[src/rtl/inst_itf_demux_n.sv]
// rtl/inst_itf_demux_n.sv - N-target instruction-fetch demux with decode-miss and timeout error completion
module inst_itf_demux_n #(
    parameter int                        N_TGT    = 2,
    parameter int                        AW       = 32,
    parameter int                        DW       = 32,
    parameter logic [N_TGT-1:0][AW-1:0]  TGT_BASE = {32'h0001_0000, 32'h0000_0000},
    parameter logic [N_TGT-1:0][AW-1:0]  TGT_END  = {32'h0001_ffff, 32'h0000_0fff},
    parameter int                        TIMEOUT  = 16
) (
    input  logic                clk_i,
    input  logic                rst_i,
    input  logic                core_req_i,
    input  logic [AW-1:0]       core_addr_i,
    output logic                core_ack_o,
    output logic [DW-1:0]       core_data_o,
    output logic                core_error_o,
    output logic [N_TGT-1:0]    tgt_req_o,
    output logic [AW-1:0]       tgt_addr_o,
    input  logic [N_TGT-1:0]    tgt_ack_i,
    input  logic [N_TGT*DW-1:0] tgt_data_i,
    input  logic [N_TGT-1:0]    tgt_error_i,
    output logic                busy_o,
    output logic [7:0]          err_cnt_o
);

    localparam int SW = (N_TGT > 1) ? $clog2(N_TGT) : 1;
    localparam int CW = (TIMEOUT > 1) ? $clog2(TIMEOUT) : 1;
    localparam logic [CW-1:0] CNT_LAST = CW'((TIMEOUT > 0) ? TIMEOUT - 1 : 0);

    typedef enum logic [1:0] {IDLE, REQ, RSP} state_t;

    state_t        state;
    logic [SW-1:0] sel;
    logic [CW-1:0] cnt;
    logic [DW-1:0] rsp_data;
    logic          rsp_err;
    logic          hit;
    logic [SW-1:0] hit_idx;
    logic          sel_ack;

    // Offset-from-base form keeps the window test free of constant compares when a base is 0.
    // Descending loop so the lowest matching index is the last assignment and wins.
    always_comb begin
        hit     = 1'b0;
        hit_idx = '0;
        for (int k = N_TGT - 1; k >= 0; k--) begin
            if ((core_addr_i - TGT_BASE[k]) <= (TGT_END[k] - TGT_BASE[k])) begin
                hit     = 1'b1;
                hit_idx = SW'(k);
            end
        end
    end

    assign sel_ack = tgt_ack_i[sel];

    always_ff @(posedge clk_i) begin
        if (rst_i) begin
            state      <= IDLE;
            cnt        <= '0;
            err_cnt_o  <= 8'd0;
            tgt_addr_o <= '0;
            sel        <= '0;
            rsp_data   <= '0;
            rsp_err    <= 1'b0;
        end else begin
            case (state)
                IDLE: begin
                    cnt <= '0;
                    if (core_req_i) begin
                        tgt_addr_o <= core_addr_i;
                        if (hit) begin
                            sel   <= hit_idx;
                            state <= REQ;
                        end else begin
                            rsp_data <= '0;
                            rsp_err  <= 1'b1;
                            if (err_cnt_o != 8'hff) err_cnt_o <= err_cnt_o + 8'd1;
                            state    <= RSP;
                        end
                    end
                end
                REQ: begin
                    cnt <= cnt + 1'b1;
                    if (sel_ack) begin
                        rsp_data <= tgt_data_i[int'(sel)*DW +: DW];
                        rsp_err  <= tgt_error_i[sel];
                        state    <= RSP;
                    end else if (TIMEOUT != 0 && cnt == CNT_LAST) begin
                        rsp_data <= '0;
                        rsp_err  <= 1'b1;
                        if (err_cnt_o != 8'hff) err_cnt_o <= err_cnt_o + 8'd1;
                        state    <= RSP;
                    end
                end
                RSP: begin
                    cnt   <= '0;
                    state <= IDLE;
                end
                default: state <= IDLE;
            endcase
        end
    end

    always_comb begin
        tgt_req_o = '0;
        if (state == REQ) tgt_req_o[sel] = 1'b1;
    end

    assign core_ack_o   = (state == RSP);
    assign core_data_o  = (state == RSP) ? rsp_data : '0;
    assign core_error_o = (state == RSP) && rsp_err;
    assign busy_o       = (state != IDLE);

endmodule

[config.mk]
export PLATFORM = sky130hd
export DESIGN_NAME = inst_itf_demux_n
export DESIGN_NICKNAME = d
export VERILOG_FILES = /design/src/rtl/inst_itf_demux_n.sv
export SDC_FILE = /design/constraint.sdc
export NUM_CORES = 1
export LEC_CHECK = 0
export CAP_MARGIN = 20
export CORE_MARGIN = 1.5
export CORE_UTILIZATION = 43
export DETAILED_ROUTE_END_ITERATION = 6
export PLACE_DENSITY = 0.86
export REMOVE_ABC_BUFFERS = 1
export SLEW_MARGIN = 20
export SYNTH_ARGS = -nofsm -noshare
export SYNTH_HDL_FRONTEND = slang
export SYNTH_SLANG_ARGS = --single-unit
[constraint.sdc]
create_clock -name clk_i -period 3.05 [get_ports clk_i]
set_input_delay 0.305 -clock clk_i [delete_from_list [all_inputs] [get_ports clk_i]]
set_output_delay 0.305 -clock clk_i [all_outputs]
set_load 0.01 [all_outputs]
==> results.sh <==
export IMPL_status="completed"
export IMPL_drcViolationCount=0
export IMPL_yosysSeqAreaShare_pct=45.5
export IMPL_power_frac_seq_pct=48.6
export IMPL_numPortBuffers=179
export IMPL_slew_viol_final=0
export IMPL_vias_per_cell=5.25
export IMPL_dieArea_sq_um=8730
export IMPL_synth_edf_count=0
export IMPL_max_cap_viol_count=0
export IMPL_finalSetupViolations=0
export IMPL_cellPowerDensity_nw_per_um2=402
export IMPL_worst_pin_slew_ns=0.612
export IMPL_drt_met1_wl_um=3990
export IMPL_antenna_found_initial=0
export IMPL_path_cells="nor2b_2 > buf_4 > and2_1 > clkdlybuf4s50_1"
export IMPL_core_area_sq_um=7810
export IMPL_clock_sinks=80
export IMPL_synth_area_leaders="dfxtp_1, mux2i_1, o2bb2ai_1"
export IMPL_area_delta_synth_final_pct=58.6
export IMPL_dr_wl_met2_um=5070
export IMPL_wl_per_cell_um=15.5
export IMPL_gp_congestion=0.746
export IMPL_period_share_pct=81.0
export IMPL_synth_seq_cells=80
export IMPL_ir_drop_mv=0.282
export IMPL_clk_pin_slew_ns=0.07
export IMPL_p_comb_share_pct=14.7
export IMPL_slew_headroom_pct=59.2
export IMPL_cp_required_ns=2.74
export IMPL_swShare_pct=22.8
export IMPL_setup_worst_path_class="reg2out"
export IMPL_postCtsHoldBufs=0
export IMPL_p_clk_share_pct=36.7
export IMPL_cts_tree="yes"
export IMPL_wl_um=10300
export IMPL_fin_tns_setup_ns=0
export IMPL_hold_violations=0
export IMPL_grt_usage_pct=23.7
export IMPL_chipWidth_um=93.4
export IMPL_cp_num_buf_inv=2
export IMPL_ys_types=42
export IMPL_path_delay_family="buffers and inverters"
export IMPL_async_flop_share_pct=0
export IMPL_num_antenna_cells=0
export IMPL_synth_warning_count=0
export IMPL_arrival_ns=2.16
export IMPL_p_sw_w=0.000511
export IMPL_syn_area_sq_um=3520
export IMPL_drive_above_1_share_pct=5.52
export IMPL_cpPeakStageDelay_ns=0.59
export IMPL_clk_path_buf_depth=2
export IMPL_io_pins=180
export IMPL_first_pass_iters=5
export IMPL_internal_power_w=0.00173
export IMPL_grt_remaining_overflow=0
export IMPL_synthFlopType="dfxtp_1"
export IMPL_min_period_ns=2.47
export IMPL_syn_inst=390
export IMPL_fin_util_pct=71.4
export IMPL_insertion_delay_ns=0.33
export IMPL_power_leakage_nw=1.93
export IMPL_synth_area_leader_cell="dfxtp_1"
export IMPL_stdcell_count=664
export IMPL_dr_wl_met3_um=1030
export IMPL_start_kind="flip-flop"
export IMPL_cts_buffers=9
export IMPL_cts_setup_buffers=0
export IMPL_rsz0062_at_grt="false"
export IMPL_detailroute_via_count=3484
export IMPL_hpwl_um=7680
export IMPL_synth_area_per_cell_sq_um=9.02
export IMPL_worst_hold_path_type="reg2reg"
export IMPL_synth_top_area_share_pct=45.5
export IMPL_grt_pass1_wl_um=16300
export IMPL_grt_max_degree=46
export IMPL_p_total_w=0.00224
export IMPL_end_kind="output pin"
export IMPL_post_cts_resize_count=0
export IMPL_clock_skew_ns=0.0114
export IMPL_grt_pass1_vias=3448
export IMPL_cts_root_buf="clkbuf_8"
export IMPL_timing_fmax_mhz=405
export IMPL_ant_nets=0
export IMPL_drt_iter0_markers=92
export IMPL_htreeDepth=3
export IMPL_num_nets_final=663
export IMPL_fp_row_count=32
export IMPL_fp_dieH_um=93.4
export IMPL_cp_slowest_cell="dfxtp_1"
export IMPL_dp_cells=649
export IMPL_crit_fanout=34
export IMPL_maxUsedRoutingLayer="met4"
export IMPL_start_util_pct=45.0
[worst min-delay path, cell delays in order, from the launching register on]
cell and delay [ns]:
dfxtp_1 0.31, nand2_1 0.05, a21oi_1 0.05
[sequential cells by signal, summed over array words and instances, names as in the netlist]
signal      flops
sel             1
rsp_data       32
rsp_err         1
err_cnt_o       8
cnt             4
state           2
tgt_addr_o     32
[path summary, 6_finish.rpt]
| path | start | slack, ns | depth (start not counted) | endpoint |
|---|---|---|---|---|
| hold / removal | tgt_addr_o[26] | 0.46 | 2 | tgt_addr_o[26] |
| setup reg to reg | state[0] | 1.10 | 5 | err_cnt_o[6] |
| hold reg to reg | tgt_addr_o[26] | 0.46 | 2 | tgt_addr_o[26] |
| setup / recovery | state[1] | 0.58 | 4 | core_data_o[29] |
[layout by cell type, fill, tap and decap left out, drive strengths merged, types with 2 or more instances in the layout]
| cell | netlist | final |
|---|---|---|
| inv | 3 | 3 |
| o31ai | 6 | 6 |
| bufinv | 0 | 2 |
| xor2 | 2 | 2 |
| nor2 | 11 | 11 |
| dfxtp | 80 | 80 |
| nor3 | 2 | 2 |
| nand3 | 4 | 4 |
| buf | 10 | 7 |
| o21ai | 4 | 4 |
| nand2 | 70 | 70 |
| nand2b | 3 | 3 |
| nor2b | 3 | 3 |
| clkinvlp | 0 | 3 |
| a21oi | 43 | 43 |
| ha | 2 | 2 |
| and2 | 35 | 35 |
| o2bb2ai | 32 | 32 |
| clkbuf | 19 | 10 |
| nor4 | 4 | 4 |
| or3 | 2 | 2 |
| clkdlybuf4s50 | 0 | 179 |
| or4 | 6 | 6 |
| nand4 | 3 | 3 |
| mux2i | 34 | 34 |
[cell families after synthesis]
| family | count (synthesis) | synth area share [%] |
|---|---|---|
| buffers and inverters | 32 | 3.95 |
| adder cells (fa/ha/maj) | 2 | 0.711 |
| AO/OA/AOI/OAI | 90 | 17.2 |
| AND/OR/NAND/NOR | 149 | 22.2 |
| multiplexers | 34 | 9.68 |
| flip-flops | 80 | 45.5 |
| XOR/XNOR | 3 | 0.747 |
[through the flow]
stage               hold WS (ns)  instance area (sq um)  setup WS, ns
CTS                        0.456                   5580         0.548
global route               0.472                   5580         0.466
floorplan                  0.374                   3390         0.128
finish                     0.455                   5580         0.580
global placement           0.436                   5370         0.657
detailed placement         0.439                   5370         0.577
[power by group through the flow]
stage	logic (W)	registers (W)	clock network, W
after floorplan	0.0000821	0.00112	0
after global placement	0.000323	0.00111	0
after detailed placement	0.000331	0.00111	0
after CTS	0.000332	0.00109	0.000842
after global routing	0.000356	0.00109	0.000888
final	0.000329	0.00109	0.000821
[Yosys cell counts (2+ instances only)]
library cell / number
o21ai_0: 3
a21oi_1: 43
and2_1: 35
ha_1: 2
o31ai_1: 6
nand2_1: 70
or3_1: 2
nand4_1: 3
mux2i_1: 34
nor4_1: 3
o2bb2ai_1: 32
or4_1: 6
nand2b_1: 3
inv_1: 2
clkbuf_1: 19
nand3_1: 4
buf_1: 2
nor2b_1: 3
nor2_1: 10
xor2_1: 2
buf_2: 6
dfxtp_1: 80
[layer usage]
metal	vias up	GRT usage, %
li1	1704	-
met1	1610	25.8
met2	156	41.8
met3	14	8.13
met4	0	9.47
met5	-	0
[area by class of cell]
type / instances / area (sq um)
clock buffer: 10 / 128
clock inverter: 5 / 82.6
sequential: 80 / 1600
inverter: 3 / 11.3
tap: 102 / 128
multi-input combinational: 278 / 1780
fill: 596 / 2230
timing repair buffer: 186 / 1840
(Power assumes the default switching activity.)
